### src/rtl/audio_pkg.sv
// rtl/audio_pkg.sv - shared types and constants for the audio RAM datapath
//   mode_e      : mode FSM states (IDLE, REC, PLAY, ERASE)
//   DATA_W_DEF  : default sample / RAM word width
//   ADDR_W_DEF  : default RAM word-address width
//   SAMPLE_MAX  : largest signed sample at the default width
//   SAMPLE_MIN  : smallest signed sample at the default width
package audio_pkg;

    localparam int DATA_W_DEF = 16;
    localparam int ADDR_W_DEF = 23;

    localparam logic [DATA_W_DEF-1:0] SAMPLE_MAX = 16'h7FFF;
    localparam logic [DATA_W_DEF-1:0] SAMPLE_MIN = 16'h8000;

    typedef enum logic [1:0] {
        IDLE  = 2'd0,
        REC   = 2'd1,
        PLAY  = 2'd2,
        ERASE = 2'd3
    } mode_e;

endpackage

### src/rtl/audio_mix.sv
// rtl/audio_mix.sv - registered two-input sample adder, one cycle latency
//   Build option MIX_SATURATE_EN: defined clamps the sum to the signed sample
//   range, undefined keeps the low DATA_W bits (two's-complement wrap).
//   clk_100MHz  in  system clock
//   rstn        in  asynchronous active-low reset
//   in_vld      in  add a and b on this cycle
//   a, b        in  signed samples
//   sum         out registered mixed sample
//   sum_vld     out 1-cycle strobe, sum updated
module audio_mix
    import audio_pkg::*;
#(
    parameter int DATA_W = DATA_W_DEF
) (
    input  logic              clk_100MHz,
    input  logic              rstn,
    input  logic              in_vld,
    input  logic [DATA_W-1:0] a,
    input  logic [DATA_W-1:0] b,
    output logic [DATA_W-1:0] sum,
    output logic              sum_vld
);

    logic [DATA_W-1:0] res;

`ifdef MIX_SATURATE_EN
    logic [DATA_W:0] wide;

    assign wide = {a[DATA_W-1], a} + {b[DATA_W-1], b};

    // Overflow shows up as the two top bits of the widened sum disagreeing;
    // the top bit then tells which rail to clamp to.
    always_comb begin
        res = wide[DATA_W-1:0];
        if (wide[DATA_W] != wide[DATA_W-1]) begin
            res = wide[DATA_W] ? {1'b1, {(DATA_W-1){1'b0}}}
                               : {1'b0, {(DATA_W-1){1'b1}}};
        end
    end
`else
    assign res = a + b;
`endif

    always_ff @(posedge clk_100MHz or negedge rstn) begin
        if (!rstn) begin
            sum     <= '0;
            sum_vld <= 1'b0;
        end else begin
            sum_vld <= in_vld;
            if (in_vld) begin
                sum <= res;
            end
        end
    end

endmodule

### src/rtl/audio_ram_datapath.sv
// rtl/audio_ram_datapath.sv - RAM address/data path and record/play/erase bookkeeping
//   Build option MIX_SATURATE_EN selects saturating output mix (see audio_mix).
//   clk_100MHz    in  system clock
//   rstn          in  asynchronous active-low reset
//   recording     in  record mode request (level), wins over playing
//   playing       in  play mode request (level)
//   write_zero    in  erase request (level); rising edge starts an erase
//   get_data      in  strobe: latch sample_in for a RAM write
//   data_ready    in  strobe: RAM transaction complete
//   erase_step    in  strobe: one zero word written
//   sample_in     in  live input sample
//   ram_dq_i      in  RAM read data
//   ram_addr      out RAM word address
//   ram_dq_o      out RAM write data
//   ram_dq_oe     out drive ram_dq_o onto the bus
//   audio_out     out mixed output sample
//   audio_out_vld out strobe: audio_out updated
//   rec_len       out number of recorded words
//   rec_full      out recording reached MAX_ADDR
//   erase_done    out strobe: erase finished
module audio_ram_datapath
    import audio_pkg::*;
#(
    parameter int                ADDR_W   = ADDR_W_DEF,
    parameter int                DATA_W   = DATA_W_DEF,
    parameter logic [ADDR_W-1:0] MAX_ADDR = {ADDR_W{1'b1}}
) (
    input  logic              clk_100MHz,
    input  logic              rstn,
    input  logic              recording,
    input  logic              playing,
    input  logic              write_zero,
    input  logic              get_data,
    input  logic              data_ready,
    input  logic              erase_step,
    input  logic [DATA_W-1:0] sample_in,
    input  logic [DATA_W-1:0] ram_dq_i,
    output logic [ADDR_W-1:0] ram_addr,
    output logic [DATA_W-1:0] ram_dq_o,
    output logic              ram_dq_oe,
    output logic [DATA_W-1:0] audio_out,
    output logic              audio_out_vld,
    output logic [ADDR_W:0]   rec_len,
    output logic              rec_full,
    output logic              erase_done
);

    mode_e             state;
    mode_e             state_nxt;
    logic              busy;
    logic              wz_q;
    logic [ADDR_W-1:0] addr_q;
    logic [DATA_W-1:0] dq_q;
    logic              oe_q;
    logic [ADDR_W:0]   rec_len_q;
    logic              full_q;
    logic              done_q;

    logic [ADDR_W:0]   addr_ext;
    logic [ADDR_W:0]   addr_inc;
    logic [ADDR_W:0]   last_idx;
    logic              len_zero;
    logic              at_max;
    logic              erase_fin;
    logic              rec_dr;
    logic              full_after;
    logic              rec_gd;
    logic [DATA_W-1:0] play_data;

    assign addr_ext = {1'b0, addr_q};
    assign addr_inc = addr_ext + 1'b1;
    assign last_idx = rec_len_q - 1'b1;
    assign len_zero = (rec_len_q == '0);
    assign at_max   = (addr_q == MAX_ADDR);

    assign erase_fin = (state == ERASE) && erase_step &&
                       (len_zero || (addr_ext == last_idx));

    // Completion of an outstanding write is handled before a new get_data in
    // the same cycle, so the new write must see the post-completion full flag.
    assign rec_dr     = (state == REC) && busy && data_ready;
    assign full_after = full_q | (rec_dr & at_max);
    assign rec_gd     = (state == REC) && (state_nxt == REC) && get_data && !full_after;

    always_comb begin
        state_nxt = state;
        if (!busy) begin
            if (state == ERASE) begin
                if (erase_fin || !write_zero) begin
                    state_nxt = IDLE;
                end
            end else if (write_zero && !wz_q) begin
                state_nxt = ERASE;
            end else if (recording) begin
                state_nxt = REC;
            end else if (playing) begin
                state_nxt = PLAY;
            end else begin
                state_nxt = IDLE;
            end
        end
    end

    always_ff @(posedge clk_100MHz or negedge rstn) begin
        if (!rstn) begin
            state     <= IDLE;
            busy      <= 1'b0;
            wz_q      <= 1'b0;
            addr_q    <= '0;
            dq_q      <= '0;
            oe_q      <= 1'b0;
            rec_len_q <= '0;
            full_q    <= 1'b0;
            done_q    <= 1'b0;
        end else begin
            state  <= state_nxt;
            wz_q   <= write_zero;
            done_q <= 1'b0;

            if (data_ready) begin
                busy <= 1'b0;
            end

            case (state)
                REC: begin
                    if (rec_dr) begin
                        oe_q <= 1'b0;
                        if (addr_inc > rec_len_q) begin
                            rec_len_q <= addr_inc;
                        end
                        if (at_max) begin
                            full_q <= 1'b1;
                        end else begin
                            addr_q <= addr_q + 1'b1;
                        end
                    end
                    if (rec_gd) begin
                        dq_q <= sample_in;
                        oe_q <= 1'b1;
                        busy <= 1'b1;
                    end
                end
                PLAY: begin
                    if (data_ready) begin
                        if (len_zero || (addr_ext >= last_idx)) begin
                            addr_q <= '0;
                        end else begin
                            addr_q <= addr_q + 1'b1;
                        end
                    end
                end
                ERASE: begin
                    if (erase_fin) begin
                        done_q    <= 1'b1;
                        rec_len_q <= '0;
                        full_q    <= 1'b0;
                        addr_q    <= '0;
                    end else if (erase_step && write_zero) begin
                        addr_q <= addr_q + 1'b1;
                    end
                end
                default: ;
            endcase

            // Any fresh entry into an active mode restarts from word 0.
            if ((state_nxt != state) && (state_nxt != IDLE)) begin
                addr_q <= '0;
            end
        end
    end

    // Only PLAY contributes read data to the mix; an empty recording plays silence.
    assign play_data = ((state == PLAY) && !len_zero) ? ram_dq_i : '0;

    audio_mix #(
        .DATA_W (DATA_W)
    ) u_mix (
        .clk_100MHz (clk_100MHz),
        .rstn       (rstn),
        .in_vld     (data_ready),
        .a          (play_data),
        .b          (sample_in),
        .sum        (audio_out),
        .sum_vld    (audio_out_vld)
    );

    // Erase drives zeros for as long as the state lasts; decoding it from the
    // state register means an abort or reset releases the bus at once.
    assign ram_addr   = addr_q;
    assign ram_dq_o   = (state == ERASE) ? '0 : dq_q;
    assign ram_dq_oe  = oe_q | (state == ERASE);
    assign rec_len    = rec_len_q;
    assign rec_full   = full_q;
    assign erase_done = done_q;

endmodule
### config.mk
export PLATFORM = sky130hd
export DESIGN_NAME = audio_ram_datapath
export DESIGN_NICKNAME = d
export VERILOG_FILES = /design/src/rtl/audio_pkg.sv /design/src/rtl/audio_mix.sv /design/src/rtl/audio_ram_datapath.sv
export SDC_FILE = /design/constraint.sdc
export NUM_CORES = 1
export LEC_CHECK = 0
export CAP_MARGIN = 0
export CORE_MARGIN = 8
export CORE_UTILIZATION = 49
export CTS_CLUSTER_SIZE = 28
export DETAILED_ROUTE_END_ITERATION = 6
export PLACE_DENSITY = 0.78
export SYNTH_ARGS = -nofsm -noshare
export SYNTH_HDL_FRONTEND = slang
export SYNTH_HIERARCHICAL = 1
export SYNTH_SLANG_ARGS = --single-unit
### constraint.sdc
create_clock -name clk_100MHz -period 5.3 [get_ports clk_100MHz]
set_clock_uncertainty 0.1 [all_clocks]
set_input_delay 1.325 -clock clk_100MHz [delete_from_list [all_inputs] [get_ports clk_100MHz]]
set_output_delay 1.325 -clock clk_100MHz [all_outputs]
set_load 0.02 [all_outputs]
After elaboration in Yosys (flattened, before gate mapping)
Cells that the tools add are included.

Flip-flop bits (word level): 87. Bits in latches: 0. RAM bits: 0. Bits in read-only memories: 0. Bits of input ports: 40. Output and inout port bits: 83. Word-level logic and storage cells: 94. Memories kept: 0.

Add/sub/neg operators: 4. Multiply operators: 0. Div/mod/pow operators: 0. Order comparisons: 2. Eq/ne operators: 15. Shifts and indexed selects: 0. Multiplexer cells: 31. Bitwise operators: 3. Reductions and logical operators: 28.

Operators by type and width (count): $mux W23 (7); $mux W24 (3); $pmux W23 S3 (1); $pmux W24 S2 (1); $mux W16 (2); $add A23 B1 Y24 const B (1); $eq A23 B24 Y1 (1); $ge A23 B24 Y1 (1); $gt A24 B24 Y1 (1); $logic_not A24 Y1 (1); $sub A24 B1 Y24 const B (1); $add A23 B1 Y23 const B (1); $eq A23 B23 Y1 const B (1); $add A16 B16 Y16 (1); $mux W2 (6); $logic_and A1 B1 Y1 (11); $mux W1 (10); $reduce_and A4 Y1 (2); $ne A2 B2 Y1 const B (3); $ne A3 B2 Y1 const B (2); $reduce_bool A2 Y1 (3); $reduce_and A5 Y1 (1); $eq A2 B1 Y1 const B (2); $eq A2 B2 Y1 const B (2); other kinds (11) (18).

Longest topological paths before layout
Gate-level depths: netlist of run 1.

Word-level depth: 14. Gate-level depth with buffers: 19. Depth with buffers taken out: 16.

By module
The synthesis of run 1 kept the hierarchy.

Modules (own cells, without submodules): audio_ram_datapath (times used 1, cells an instance 608, area an instance 5395.2 um^2, seq. area each 1751.7 um^2); audio_mix (times used 1, cells an instance 147, area an instance 1367.6 um^2, seq. area each 425.4 um^2).

Least setup slack after synthesis of run 1
Ideal clock, no wire load.

Path type: reg2reg. Start point: register rec_len_q[4] (netlist: rec_len[4]). End point: register dq_q[10]. Library setup time: 0.125 ns. Arrival: 5.097 ns. Data required time: 5.075 ns. Slack: -0.022 ns. Cell stages (with the launch flop): 19. Path buffers: 4. Period minus slack after synthesis: 5.322 ns. Path through: dfrtp_1 -> buf_6 -> or4_4 -> or3_1 -> buf_2 -> or4_1 -> nor4_1 -> nand2_1 -> nor3_1 -> xnor2_1 -> ha_1 -> nand3_1 -> or4_1 -> or4_1 -> o221ai_4 -> o311a_1 -> buf_6 -> buf_8 -> mux2_4.

Cells in the longest elaborated chain, start to end: 13. Elaborated cells on any way between the ends: 14. Those cells by class: add/sub: 1; eq/ne: 2; mux: 3; reduce/logical: 8.

RTL lines: start: declaration (RTL line audio_ram_datapath.sv:55) `logic [ADDR_W:0] rec_len_q;`; start signal: assignment (RTL line audio_ram_datapath.sv:129) `rec_len_q <= addr_inc;`; $sub A24 B1 Y24 (RTL line audio_ram_datapath.sv:72) `assign last_idx = rec_len_q - 1'b1;`; $eq A23 B24 Y1 (RTL line audio_ram_datapath.sv:77) `(len_zero || (addr_ext == last_idx));`; $logic_or A1 B1 Y1 (*) (RTL line audio_ram_datapath.sv:77); $logic_and A1 B1 Y1 (*) (RTL line audio_ram_datapath.sv:76) `assign erase_fin = (state == ERASE) && erase_step &&`; $logic_or A1 B1 Y1 (*) (RTL line audio_ram_datapath.sv:89) `if (erase_fin || !write_zero) begin`; $mux W2 (*) (RTL line audio_ram_datapath.sv:89); $mux W2 (*) (RTL line audio_ram_datapath.sv:88) `if (state == ERASE) begin`; $mux W2 (*) (RTL line audio_ram_datapath.sv:87) `if (!busy) begin`; $eq A2 B1 Y1 (*) (RTL line audio_ram_datapath.sv:83) `assign rec_gd = (state == REC) && (state_nxt == REC) && get_data && !full_after;`; $logic_and A1 B1 Y1 (*) (3 in series) (RTL line audio_ram_datapath.sv:83); $reduce_and A2 Y1 (no source line) (*); end signal: assignment (RTL line audio_ram_datapath.sv:138) `dq_q <= sample_in;`; end: declaration (RTL line audio_ram_datapath.sv:53) `logic [DATA_W-1:0] dq_q;`.

Mark *: on every way between the ends. The rest lies on a longest branch, timed or not. A chain may end at the register's enable or synchronous reset.

Final worst setup path of run 1
Start point: register rec_len_q[0] (netlist: rec_len[0]). End point: register dq_q[1].

Same word-level chain as after synthesis.

==> results.cfg, run 1 <==
[run_status]
status = finished, final reports clean

[placed_design]
placed_area_um2 = 8260
place.gp.congestion = 0.882
dpl.hpwl_um = 14700
io_buffers = 122

[clock_network]
clk_path_buf_depth = 2
cts-root-buf = clkbuf_16
ctsHoldBuffers = 0
tritoncts = yes
cts_sinks = 87
htree_levels = 3
cts_made_buffers = 9
clk_latency_ps = 350
clk_pin_slew_ps = 70

[logic_synthesis]
synth_area_leaders = dfrtp_1 (32%), ha_1 (12%), xnor2_1 (5.7%)
synth_cells = 755
async_reset_ff_frac = 1.00
yosysSeqAreaShare = 0.322
netlist_area_um2 = 6760
yosysTopAreaCell = dfrtp_1
synth_most_common_cell = dfrtp_1
synth_cell_types = 66
yosys_warnings = 6
synth_area_per_cell_um2 = 8.96
synthesis.nets = 861
synthFlopType = dfrtp_1
netlist.area_leader.share = 0.322
synth-edff-count = 0
synth_common_cells = dfrtp_1 (87), nand2_1 (86), ha_1 (65)
ys_seq_elements = 87

[finish]
multi_input_area_um2 = 4350
num-fill-cells = 1175
nets = 989
final_area_um2 = 8620
layout-drive-gt1-share = 0.100
seqCellArea_um2 = 2180
num_antenna_cells = 0
syn2layout_area_growth_pct = 27.4

[worst_setup_path]
r2r-end = dq_q[1]
r2r_cells = 15
cp.required_ps = 5440
crit_path_max_incr_delay_ps = 570
r2r-start = rec_len[0]
crit_chain = or4_4, or3_4, or4_4, nor4_4, nand2_2, nor3_2, xnor2_1, ha_1, nand3_2, or4_4, or4_1, o221ai_4, o311a_1, buf_4, mux2_2
worstPathArrival_ps = 5210
end_kind = register
path_max_fanout = 9
cp_common_cell = or4_4
crit_path_top_delay_cell = or4_4
start_kind = register
critical_path_buf_inv_count = 1
regToRegSetupSlack_ps = 230
worstSetupPathType = reg2reg
path_delay_family = simple AND/OR/NAND/NOR gates

[die]
start_util = 0.495
dieWidth_um = 133
fp.dieArea_um2 = 17800
design.core.area_um2 = 13700
die_height_um = 133
rows = 43
ios = 123

[min_path]
hp-class = reg2reg
whs_path_depth = 1
whs_endpoint = oe_q
min_from = oe_q

[detailed_routing]
drtPass1Iterations = 6
initialDrtViolationCount = 415
drc = 0
ant_nets = 0
avgRoutedWirePerCell_um = 17.9
via_count = 6212
via_per_inst = 5.82
wl_um = 19100

[power_and_ir_drop]
p_leak_uw = 0.00379
seq_power_share = 0.294
p_switching_uw = 1160
comb_power_share = 0.498
switching_share = 0.392
vdd_drop_max_uv = 291
power.density_nw_per_um2 = 343
p_int_uw = 1800
pwr-share-clk = 0.208

[timing]
finalSetupViolations = 0
rsz0062_at_grt = no
tightest_slew_ps = 777
post-route-min-period_ps = 5070
fmax_mhz = 197
hold_viol_final = 0
max_slew_margin = 0.477
drv_slew = 0
setup_tns_ps = 0
post-route-period-util = 0.957

[global_route]
grt_pass1_vias = 6430
antenna_found_initial = 0
grt_pass1_wl_um = 32200
grt_start_max_net_pins = 60
grtUsageTotal = 0.221
gr-total-overflow = 0

[job]
cap_violations = 0
==> worst max-delay path by stage <==
stage | endpoint | from | slack, ps | cells after the start
after floorplan | dq_q[10] | rec_len[4] | 60 | 18
after global placement | dq_q[6] | rec_len[0] | 170 | 15
after detailed placement | dq_q[1] | rec_len[0] | 60 | 15
after CTS | dq_q[4] | rec_len[0] | 10 | 15
after global routing | dq_q[1] | rec_len[0] | 20 | 15
final | dq_q[1] | rec_len[0] | 230 | 15
==> sequential cells by signal (all words and copies together) (netlist names) <==
signal	flops
wz_q	1
u_mix/sum	16
rec_len	24
erase_done	1
state	2
busy	1
u_mix/sum_vld	1
dq_q	16
ram_addr	23
rec_full	1
oe_q	1
==> cell type report <==
| class | count | area share |
|---|---|---|
| inverters | 41 | 0.0179 |
| clock inverters | 5 | 0.00479 |
| repair buffers | 148 | 0.166 |
| multi-input cells | 596 | 0.505 |
| well taps | 180 | 0.0261 |
| flip-flops and latches | 87 | 0.253 |
| clock buffers | 11 | 0.0282 |
==> through the flow <==
stage                     hold WS [ps]  utilization  power, µW  setup WS [ps]  std cells
after detailed placement           358        0.604       2310           58.2       1049
after floorplan                    341            -       1760           63.8        755
after global placement             353        0.604       2280            169       1049
after global routing               402        0.631       3140           17.0       1068
after CTS                          372        0.625       2940           14.9       1065
final                              371        0.631       2950            227       1068
==> layout by cell type (no fill, tap or decap), drive strengths merged, types with 7 or more instances in the layout <==
master,netlist,final
inv,41,43
o211ai,7,7
clkbuf,22,11
buf,9,27
nand2,86,86
ha,65,65
mux2i,26,26
dfrtp,87,87
and3,9,9
or3,21,21
clkdlybuf4s50,0,121
mux2,24,24
a21oi,51,51
nand3,27,27
nor3,8,8
and2,38,38
a31oi,7,7
xnor2,44,44
o21ai,33,33
nor2,31,31
nor4,12,12
or4,8,8
nand4,22,22
==> per-layer routing <==
layer	GRT usage	wire (µm)	vias up
li1	-	-	2993
met1	0.254	7710	2949
met2	0.367	9110	232
met3	0.0851	1870	38
met4	0.0761	454	0
met5	0	0	-
==> repair_timing <==
action / CTS / global route
setup endpoints to repair: 0 / 41
resized for setup: 0 / 10
setup buffers: 0 / 3
hold endpoints to repair: 0 / 0
==> logic make-up after synthesis <==
kind of cell,Yosys count,share of synthesized area
buf+inv,72,0.0450
simple gates,281,0.217
mux,50,0.0829
flops,87,0.322
compound gates,149,0.145
xor+xnor,50,0.0648
fa+ha+maj,66,0.123
==> power groups by stage <==
| stage | Sequential [µW] | Clock [µW] | Combinational, µW |
|---|---|---|---|
| floorplan | 890 | 0 | 874 |
| global placement | 875 | 0 | 1410 |
| detailed placement | 877 | 0 | 1430 |
| CTS | 869 | 626 | 1440 |
| global route | 886 | 653 | 1600 |
| finish | 868 | 614 | 1470 |
No activity file was read; power rests on OpenSTA's default activity.
==> inputs of run 2 (changes only) <==
- CTS_CLUSTER_DIAMETER: default -> 150
==> results of run 2 <==
The final DEF is identical to that of run 1; final timing and power are the same.
==> inputs of run 3 (changes only) <==
- ABC_AREA: default -> 0
- CORE_UTILIZATION: 49 -> 59
- DONT_BUFFER_PORTS: default -> 1
- RECOVER_POWER: default -> 50
==> run 3 against run 2 <==
Setup slack lost 75 ps; critical endpoint is now dq_q[6]; fmax is 1.4% lower; highest routed layer is now met5; largest cell class unchanged; critical path type unchanged; largest power group unchanged; register-to-register slack worse by 70 ps.
==> results.cfg, run 3 (same netlist as run 1, synthesis figures left out) <==
[finish]
final_common_cell = dfrtp_1
seqCellArea_um2 = 2180
final_cell_mix = dfrtp_1 (87), nand2_1 (85), ha_1 (65)
num_antenna_cells = 0
largest_reg_flops = 24
final_area_um2 = 7390
layout-drive-gt1-share = 0.108
post-route-util = 0.652
syn2layout_area_growth_pct = 9.21
multi_input_area_um2 = 4350
num-fill-cells = 911
nets = 871

[timing]
fmax_mhz = 194
max_slew_margin = 0.436
fin_ws_ps = 152
hold_viol_final = 0
finalSetupViolations = 0
tightest_slew_ps = 843
post-route-min-period_ps = 5150
setup_tns_ps = 0
drv_slew = 0
post-route-period-util = 0.971

[power_and_ir_drop]
p_leak_uw = 0.00333
p_int_uw = 1630
pwr-share-clk = 0.242
vdd_drop_max_uv = 294
switching_share = 0.400
power.density_nw_per_um2 = 369
seq_power_share = 0.339
p_switching_uw = 1090
power_uw = 2720
comb_power_share = 0.419

[global_route]
grtUsageTotal = 0.250
grt_start_max_net_pins = 88
grt_pass1_vias = 5887
grt_pass1_wl_um = 30000
gr-total-overflow = 0
antenna_found_initial = 1

[die]
die_height_um = 123
design.core.area_um2 = 11300
dieWidth_um = 123
fp.dieArea_um2 = 15100
ios = 123
start_util = 0.597
rows = 39

[placed_design]
dpl.hpwl_um = 14200
pre_cts_slack_ps = 9.66
placed_area_um2 = 7010
place.gp.congestion = 0.913
io_buffers = 0

[clock_network]
cts_made_buffers = 9
cts-root-buf = clkbuf_16
clk_path_buf_depth = 2
tritoncts = yes
clk_latency_ps = 350
cts_sinks = 87
htree_levels = 3
clk_pin_slew_ps = 60

[detailed_routing]
avgRoutedWirePerCell_um = 20.5
via_count = 5919
initialDrtViolationCount = 379
ant_nets = 0
via_per_inst = 6.48
drtPass1Iterations = 5
wl_um = 18700
drc = 0

[worst_setup_path]
crit_start = rec_len[0]
path_max_fanout = 15
start_kind = register
worstPathArrival_ps = 5290
end_kind = register
r2r-start = rec_len[0]
worstSetupPathType = reg2reg
cp.required_ps = 5440

[min_path]
hp-class = reg2reg
min_from = oe_q

[job]
cap_violations = 0

[run_status]
status = finished, final reports clean
[run 3: cell types whose count changed in the layout (fill, tap and decap cells not counted), moves of 2 or more]
cell / delta
clkdlybuf4s50_1: -121
nor4_2: +2
clkbuf_1: +10
buf_4: -8
[run 3: worst max-delay path, stage by stage (launching register included)]
cell and delay, ps:
dfrtp_1 380, or4_1 590, or3_4 370, or4_4 460, nor4_4 280, nand2_2 130, nor4_2 190, xnor2_1 100
ha_1 320, nand4_1 170, or4_4 470, or4_1 460, o221ai_4 260, o311a_4 250, buf_12 160, mux2_2 340
[run 3: power groups by stage]
stage                     Clock (µW)  Combinational [µW]  Sequential [µW]
after floorplan                    0                 874              890
after global placement             0                1060              928
after detailed placement           0                1100              932
after CTS                        671                1120              923
after global routing             699                1240              939
final                            659                1140              922
[run 3: area by class of cell]
class,instances,area share
Multi-Input combinational cell,596,0.589
Sequential cell,87,0.295
Clock buffer,12,0.0347
Timing Repair Buffer,30,0.0288
Tap cell,143,0.0242
Inverter,41,0.0208
Clock inverter,4,0.00728
[run 3: per-stage QoR]
step	hold slack [ps]	cells
5_1_grt	406	913
2_1_floorplan	341	755
3_3_place_gp	357	891
4_1_cts	381	909
3_5_place_dp	363	891
6_report	392	913
[run 3: layer usage]
metal / global-route usage / wire length, µm / part of all wire
met5: 0 / 13 / 0.00069
met4: 0.105 / 559 / 0.030
met3: 0.0922 / 1800 / 0.096
met2: 0.415 / 9030 / 0.48
met1: 0.286 / 7340 / 0.39
[run 3: path summary, 6_finish.rpt]
check	end	slack [ps]	cells past startpoint
worst min register to register	oe_q	390	1
worst max-delay path	dq_q[6]	150	15
min in group asynchronous	rec_len[11]	570	0
worst max register to register	dq_q[6]	150	15
max in group asynchronous	rec_len[19]	4360	0
worst min-delay path	oe_q	390	1
[run 3: repair_timing]
item | 4_1_cts | 5_1_grt
hold buffers | 0 | 0
pin swaps | 2 | 4
resized for setup | 1 | 9
endpoints found under the setup margin | 6 | 41
buffers inserted | 2 | 4
